### config.mk
export PLATFORM = sky130hd
export DESIGN_NAME = sirv_gnrl_icb_to_axi_dwc
export DESIGN_NICKNAME = d
export VERILOG_FILES = /design/src/rtl/sirv_gnrl_pkg.sv /design/src/rtl/sirv_gnrl_icb_to_axi_dwc_fifo.sv /design/src/rtl/sirv_gnrl_icb_to_axi_dwc.sv
export SDC_FILE = /design/constraint.sdc
export NUM_CORES = 1
export LEC_CHECK = 0
export ABC_AREA = 1
export ABC_CLOCK_PERIOD_IN_PS = 5700
export CORE_AREA = 2 2 145 147
export CTS_CLUSTER_SIZE = 20
export DETAILED_ROUTE_END_ITERATION = 10
export DIE_AREA = 0 0 147 149
export DONT_BUFFER_PORTS = 1
export MAX_ROUTING_LAYER = met4
export SETUP_SLACK_MARGIN = 0.05
export SYNTH_ARGS = -nofsm -noshare
export SYNTH_HDL_FRONTEND = slang
export SYNTH_SLANG_ARGS = --single-unit
export TNS_END_PERCENT = 30
### constraint.sdc
create_clock -name clk -period 5.7 [get_ports clk]
set_input_delay 1.14 -clock clk [delete_from_list [all_inputs] [get_ports clk]]
set_output_delay 1.14 -clock clk [all_outputs]
set_load 0.005 [all_outputs]
### src/rtl/sirv_gnrl_pkg.sv
// Shared AXI encodings used by the sirv_gnrl ICB/AXI bridge blocks.
package sirv_gnrl_pkg;

    typedef enum logic [1:0] {
        AXI_BURST_FIXED = 2'b00,
        AXI_BURST_INCR  = 2'b01,
        AXI_BURST_WRAP  = 2'b10
    } axi_burst_e;

    typedef enum logic [1:0] {
        AXI_RESP_OKAY   = 2'b00,
        AXI_RESP_EXOKAY = 2'b01,
        AXI_RESP_SLVERR = 2'b10,
        AXI_RESP_DECERR = 2'b11
    } axi_resp_e;

    function automatic logic axi_resp_is_err(input logic [1:0] resp);
        return (resp == AXI_RESP_SLVERR) || (resp == AXI_RESP_DECERR);
    endfunction

endpackage

### src/rtl/sirv_gnrl_icb_to_axi_dwc_fifo.sv
// Generic circular FIFO of depth DP; MSKO zeroes o_dat while empty.
// With CUT_READY=0 a same-cycle pop frees a slot for a push while full.
module sirv_gnrl_fifo #(
    parameter int unsigned CUT_READY = 0,
    parameter int unsigned MSKO      = 0,
    parameter int unsigned DP        = 8,
    parameter int unsigned DW        = 32
) (
    input  logic          clk,
    input  logic          rst_n,
    input  logic          i_vld,
    output logic          i_rdy,
    input  logic [DW-1:0] i_dat,
    output logic          o_vld,
    input  logic          o_rdy,
    output logic [DW-1:0] o_dat
);
    localparam int unsigned PW = (DP > 1) ? $clog2(DP) : 1;
    localparam int unsigned CW = $clog2(DP + 1);

    logic [DW-1:0] r_mem [DP];
    logic [PW-1:0] r_wptr;
    logic [PW-1:0] r_rptr;
    logic [CW-1:0] r_cnt;
    logic          w_full;
    logic          w_wen;
    logic          w_ren;

    function automatic logic [PW-1:0] f_inc(input logic [PW-1:0] p);
        return (p == PW'(DP - 1)) ? '0 : p + 1'b1;
    endfunction

    assign w_full = (r_cnt == CW'(DP));
    assign o_vld  = (r_cnt != '0);
    assign w_ren  = o_vld & o_rdy;
    assign i_rdy  = ~w_full | ((CUT_READY == 0) & w_ren);
    assign w_wen  = i_vld & i_rdy;
    assign o_dat  = (MSKO != 0) ? (r_mem[r_rptr] & {DW{o_vld}}) : r_mem[r_rptr];

    always_ff @(posedge clk) begin
        if (w_wen) r_mem[r_wptr] <= i_dat;
    end

    always_ff @(posedge clk or negedge rst_n) begin
        if (!rst_n) begin
            r_wptr <= '0;
            r_rptr <= '0;
            r_cnt  <= '0;
        end else begin
            if (w_wen) r_wptr <= f_inc(r_wptr);
            if (w_ren) r_rptr <= f_inc(r_rptr);
            if (w_wen & ~w_ren)      r_cnt <= r_cnt + 1'b1;
            else if (~w_wen & w_ren) r_cnt <= r_cnt - 1'b1;
        end
    end

endmodule

### src/rtl/sirv_gnrl_icb_to_axi_dwc.sv
// ICB-to-AXI4 bridge with data-width up-conversion; single-beat bursts only.
// A tracking FIFO of {read, lane} steers in-order responses back to the ICB.
module sirv_gnrl_icb_to_axi_dwc
    import sirv_gnrl_pkg::*;
#(
    parameter int unsigned AW        = 32,
    parameter int unsigned IDW       = 32,
    parameter int unsigned ODW       = 64,
    parameter int unsigned OUTS_NUM  = 8,
    parameter int unsigned CUT_READY = 0
) (
    input  logic                            clk,
    input  logic                            rst_n,
    input  logic                            i_icb_cmd_valid,
    output logic                            i_icb_cmd_ready,
    input  logic                            i_icb_cmd_read,
    input  logic [AW-1:0]                   i_icb_cmd_addr,
    input  logic [IDW-1:0]                  i_icb_cmd_wdata,
    input  logic [IDW/8-1:0]                i_icb_cmd_wmask,
    input  logic [1:0]                      i_icb_cmd_size,
    output logic                            i_icb_rsp_valid,
    input  logic                            i_icb_rsp_ready,
    output logic                            i_icb_rsp_err,
    output logic [IDW-1:0]                  i_icb_rsp_rdata,
    output logic                            o_axi_arvalid,
    input  logic                            o_axi_arready,
    output logic [AW-1:0]                   o_axi_araddr,
    output logic [3:0]                      o_axi_arcache,
    output logic [2:0]                      o_axi_arprot,
    output logic                            o_axi_arlock,
    output logic [1:0]                      o_axi_arburst,
    output logic [7:0]                      o_axi_arlen,
    output logic [2:0]                      o_axi_arsize,
    output logic                            o_axi_awvalid,
    input  logic                            o_axi_awready,
    output logic [AW-1:0]                   o_axi_awaddr,
    output logic [3:0]                      o_axi_awcache,
    output logic [2:0]                      o_axi_awprot,
    output logic                            o_axi_awlock,
    output logic [1:0]                      o_axi_awburst,
    output logic [7:0]                      o_axi_awlen,
    output logic [2:0]                      o_axi_awsize,
    output logic                            o_axi_wvalid,
    input  logic                            o_axi_wready,
    output logic [ODW-1:0]                  o_axi_wdata,
    output logic [ODW/8-1:0]                o_axi_wstrb,
    output logic                            o_axi_wlast,
    input  logic                            o_axi_rvalid,
    output logic                            o_axi_rready,
    input  logic [ODW-1:0]                  o_axi_rdata,
    input  logic [1:0]                      o_axi_rresp,
    input  logic                            o_axi_rlast,
    input  logic                            o_axi_bvalid,
    output logic                            o_axi_bready,
    input  logic [1:0]                      o_axi_bresp,
    output logic [$clog2(OUTS_NUM+1)-1:0]   outs_cnt,
    output logic                            idle
);
    localparam int unsigned IB     = $clog2(IDW / 8);
    localparam int unsigned LW     = $clog2(ODW / IDW);
    localparam int unsigned LANE_W = (LW > 0) ? LW : 1;
    localparam int unsigned NLANE  = ODW / IDW;
    localparam int unsigned TDW    = 1 + LW;
    localparam int unsigned CNT_W  = $clog2(OUTS_NUM + 1);

    logic              r_aw_done;
    logic              r_w_done;
    logic [CNT_W-1:0]  r_outs_cnt;
    logic [LANE_W-1:0] w_cmd_lane;
    logic [LANE_W-1:0] w_head_lane;
    logic              w_head_read;
    logic [TDW-1:0]    w_trk_din;
    logic [TDW-1:0]    w_trk_dout;
    logic              w_trk_irdy;
    logic              w_trk_ovld;
    logic              w_trk_full;
    logic              w_wr_go;
    logic              w_cmd_hsk;
    logic              w_rsp_hsk;
    logic              w_head_rd;
    logic              w_head_wr;
    logic [AW-1:0]     w_axi_addr;
    logic [IDW-1:0]    w_rsp_lane_data;
    logic              w_unused;

    if (LW > 0) begin : g_lane
        assign w_cmd_lane  = i_icb_cmd_addr[IB +: LW];
        assign w_trk_din   = {i_icb_cmd_read, w_cmd_lane};
        assign w_head_read = w_trk_dout[LW];
        assign w_head_lane = w_trk_dout[LW-1:0];
    end else begin : g_nolane
        assign w_cmd_lane  = '0;
        assign w_trk_din   = i_icb_cmd_read;
        assign w_head_read = w_trk_dout[0];
        assign w_head_lane = '0;
    end

    assign w_axi_addr = {i_icb_cmd_addr[AW-1:IB], {IB{1'b0}}};
    assign w_unused   = ^{i_icb_cmd_size, o_axi_rlast, i_icb_cmd_addr[IB-1:0]};

    // Command path: AW/W valids never wait on ready; done flags stop re-issue.
    assign w_trk_full      = ~w_trk_irdy;
    assign w_wr_go         = i_icb_cmd_valid & ~i_icb_cmd_read & ~w_trk_full;
    assign o_axi_arvalid   = i_icb_cmd_valid & i_icb_cmd_read & ~w_trk_full;
    assign o_axi_awvalid   = w_wr_go & ~r_aw_done;
    assign o_axi_wvalid    = w_wr_go & ~r_w_done;
    assign i_icb_cmd_ready = ~w_trk_full & (i_icb_cmd_read ? o_axi_arready :
                             ((r_aw_done | o_axi_awready) & (r_w_done | o_axi_wready)));
    assign w_cmd_hsk       = i_icb_cmd_valid & i_icb_cmd_ready;

    assign o_axi_araddr  = w_axi_addr;
    assign o_axi_arcache = '0;
    assign o_axi_arprot  = '0;
    assign o_axi_arlock  = 1'b0;
    assign o_axi_arburst = AXI_BURST_INCR;
    assign o_axi_arlen   = '0;
    assign o_axi_arsize  = 3'(IB);
    assign o_axi_awaddr  = w_axi_addr;
    assign o_axi_awcache = '0;
    assign o_axi_awprot  = '0;
    assign o_axi_awlock  = 1'b0;
    assign o_axi_awburst = AXI_BURST_INCR;
    assign o_axi_awlen   = '0;
    assign o_axi_awsize  = 3'(IB);
    assign o_axi_wdata   = {NLANE{i_icb_cmd_wdata}};
    assign o_axi_wlast   = 1'b1;

    always_comb begin
        o_axi_wstrb     = '0;
        w_rsp_lane_data = '0;
        for (int unsigned j = 0; j < NLANE; j++) begin
            if (w_cmd_lane == LANE_W'(j))  o_axi_wstrb[j*(IDW/8) +: IDW/8] = i_icb_cmd_wmask;
            if (w_head_lane == LANE_W'(j)) w_rsp_lane_data = o_axi_rdata[j*IDW +: IDW];
        end
    end

    assign w_head_rd       = w_trk_ovld & w_head_read;
    assign w_head_wr       = w_trk_ovld & ~w_head_read;
    assign i_icb_rsp_valid = (w_head_rd & o_axi_rvalid) | (w_head_wr & o_axi_bvalid);
    assign o_axi_rready    = w_head_rd & i_icb_rsp_ready;
    assign o_axi_bready    = w_head_wr & i_icb_rsp_ready;
    assign i_icb_rsp_err   = (w_head_rd & axi_resp_is_err(o_axi_rresp)) |
                             (w_head_wr & axi_resp_is_err(o_axi_bresp));
    assign i_icb_rsp_rdata = w_head_rd ? w_rsp_lane_data : '0;
    assign w_rsp_hsk       = i_icb_rsp_valid & i_icb_rsp_ready;

    sirv_gnrl_fifo #(
        .CUT_READY (CUT_READY),
        .MSKO      (1),
        .DP        (OUTS_NUM),
        .DW        (TDW)
    ) u_trk_fifo (
        .clk   (clk),
        .rst_n (rst_n),
        .i_vld (w_cmd_hsk),
        .i_rdy (w_trk_irdy),
        .i_dat (w_trk_din),
        .o_vld (w_trk_ovld),
        .o_rdy (w_rsp_hsk),
        .o_dat (w_trk_dout)
    );

    always_ff @(posedge clk or negedge rst_n) begin
        if (!rst_n) begin
            r_aw_done  <= 1'b0;
            r_w_done   <= 1'b0;
            r_outs_cnt <= '0;
        end else begin
            if (w_cmd_hsk)                          r_aw_done <= 1'b0;
            else if (o_axi_awvalid & o_axi_awready) r_aw_done <= 1'b1;
            if (w_cmd_hsk)                          r_w_done  <= 1'b0;
            else if (o_axi_wvalid & o_axi_wready)   r_w_done  <= 1'b1;
            if (w_cmd_hsk & ~w_rsp_hsk)      r_outs_cnt <= r_outs_cnt + 1'b1;
            else if (~w_cmd_hsk & w_rsp_hsk) r_outs_cnt <= r_outs_cnt - 1'b1;
        end
    end

    assign outs_cnt = r_outs_cnt;
    assign idle     = (r_outs_cnt == '0) & ~r_aw_done & ~r_w_done;

endmodule

==> impl_metrics.toml <==
[status]
run_status = "complete, no violations"

[finish]
drive_above_1_share = 0.0852
n_antenna_cell = 0
nets = 524
fin_util = 0.150
area_growth_pct = -17.3
fin_cells = 639

[yosys]
synth.top_cell.area_share = 0.344
yosysMostFrequentCell = "buf_4"
synth_ff_type = "edfxtp_1"
synthCells = 498
seq_area_frac_synth = 0.236
ys_seq_elements = 32
synth_edf_count = 16
synthArstFlopShare = 0.500
syn-cell-area_sq_mm = 0.00373
synthTopCellsByCount = "171 x buf_4, 73 x nand2_1, 40 x a21oi_1, 36 x nand4_1, 33 x inv_1"
avgSynthCellArea_sq_um = 7.49
ys_types = 32
synthTopCellsByArea = "buf_4 34%, edfxtp_1 13%, dfrtp_1 11%"
yosysTopAreaCell = "buf_4"
synth.yosys.warnings = 0

[setup_path]
worstPathRequired_ns = 4.56
r2r_end = "u_trk_fifo.r_cnt[3]"
r2r_start = "u_trk_fifo.r_rptr[0]"
critPathCapture = "i_icb_rsp_rdata[25]"
startpoint_type = "register"
worst_r2r_path_depth = 18
critPathMaxFanout = 33
worst_ep_arrival_time_ns = 3.57
crit_start = "u_trk_fifo.r_rptr[0]"
critPathCaptureType = "output pin"
crit_type = "register to output pin"
timing.reg2reg.setup_slack_ns = 2.47

[clock_tree]
clk_pin_slew_ns = 0.05
clkSinkCount = 32
cts_setup_buffers = 0
cts_tree = "yes"
cts-root-buf = "clkbuf_16"
htree_levels = 2
insertion_delay_ns = 0.28
cts_resized = 0
cts_hold_buf = 0
cts_made_buffers = 5
cts_buffer_depth = 2

[floorplan]
pin_count = 373
coreArea_sq_mm = 0.0206
die_h_um = 149
initial_core_util = 0.181
die_w_um = 147
die_area_sq_mm = 0.0219
fp-row-count = 53

[global_routing]
grt_pass1_vias = 2282
overflow = 0
groute.usage.overall = 0.0787
grt_pass1_wl_um = 12900
antenna_found_initial = 0
grt_start_max_net_pins = 35

[timing]
finalHoldViolations = 0
tns_ns = 0
rsz0062_at_grt = "false"
period_needed_ns = 4.71
fin_worst_skew_ns = 0.00470
final_min_period_over_clock_period = 0.826
worst_pin_slew_ns = 1.15
max_freq_ghz = 0.212
slew_headroom = 0.228
drv_slew = 0
setup_viol = 0

[detailed_routing]
ant_nets = 0
drt_iter0_markers = 72
drt-total-wl_um = 8980
drc = 0
vias = 2429
first_pass_iters = 4
wl_per_cell_um = 14.1
avgViaCountPerCell = 3.80

[pwr]
ir_worst_vdd_uv = 300
powerDensity_mw_per_mm2 = 550
leakage_nw = 1.35
totalPowerFinal_mw = 1.69

[worst_hold_path]
hold_depth = 1
hp-start = "u_trk_fifo.r_cnt[3]"
hold_path.class = "register to register"

[place]
place_congestion = 0.717
dp_cells = 631
portBuffers = 0
dp_hpwl_um = 6990

[flow_run]
cap_violations = 0
[worst min path at each step]
stage,slack (ns),to
after floorplan,0.44,u_trk_fifo.r_cnt[3]
after global routing,0.48,u_trk_fifo.r_cnt[3]
final,0.47,u_trk_fifo.r_cnt[3]
after global placement,0.46,u_trk_fifo.r_cnt[3]
after detailed placement,0.46,u_trk_fifo.r_cnt[3]
after CTS,0.47,u_trk_fifo.r_cnt[3]
[critical path, cell delays in order (launching register included)]
cell and delay [ns]:
dfrtp_1 0.61, o21ai_0 0.26, o221ai_4 0.80, nand3_1 1.09
nand2_1 0.36, a21oi_1 0.13
[layer usage]
metal | vias up | GRT usage | part of all wire | wire length, um
li1 | 1131 | - | - | -
met1 | 1034 | 0.0720 | 0.34 | 3020
met2 | 235 | 0.123 | 0.45 | 4080
met3 | 29 | 0.0630 | 0.18 | 1580
met4 | 0 | 0.0293 | 0.033 | 300
met5 | - | - | 0 | 0
[per-stage QoR]
stage | hold WS [ns] | cell area [sq um] | setup WS [ns]
after detailed placement | 0.456 | 2920 | 1.29
after floorplan | 0.442 | 3900 | 2.51
after CTS | 0.467 | 3080 | 0.967
after global placement | 0.458 | 2920 | 1.40
final | 0.468 | 3080 | 0.991
after global routing | 0.481 | 3080 | 0.687
[where the power goes]
| part | switching (mW) | total [mW] | internal (mW) |
|---|---|---|---|
| combinational | 0.678 | 0.998 | 0.319 |
| clock | 0.0919 | 0.297 | 0.205 |
| sequential | 0.0933 | 0.400 | 0.307 |
[cells in the final DEF (no fill, tap or decap), types with 2 or more instances in the layout]
cell and instances:
a21o_1 2, a21oi_1 40, buf_4 3, clkbuf_16 5, conb_1 47, dfrtp_1 16
edfxtp_1 16, fa_1 2, ha_1 10, inv_1 33, nand2_1 73, nand2_2 2
nand3_1 13, nand3_2 3, nand4_1 36, nor2_1 27, nor2_2 8, nor3_1 2
o21ai_0 7, o221ai_4 2, or2_2 2, xnor2_1 4, xor2_1 2
[cell families after synthesis]
group / count (synthesis) / share of synthesized area
buffers and inverters: 224 / 0.406
flip-flops: 32 / 0.236
AO/OA/AOI/OAI: 51 / 0.0718
XOR/XNOR: 6 / 0.0141
other: 2 / 0.00201
AND/OR/NAND/NOR: 171 / 0.226
adder cells (fa/ha/maj): 12 / 0.0443
[area by class of cell]
class	instances	area (sq um)
Fill cell	2331	17500
Multi-Input combinational cell	287	1540
Sequential cell	32	881
Tap cell	275	344
Inverter	34	133
Clock buffer	6	129
Clock inverter	2	35.0
Timing Repair Buffer	3	22.5
[sequential cells by signal (all words and copies together) (netlist names)]
| name | count |
|---|---|
| u_trk_fifo.r_wptr | 3 |
| r_w_done | 1 |
| u_trk_fifo.r_cnt | 4 |
| u_trk_fifo.r_rptr | 3 |
| u_trk_fifo.r_mem | 16 |
| r_aw_done | 1 |
| outs_cnt | 4 |
Power figures use the tool's default switching activity.
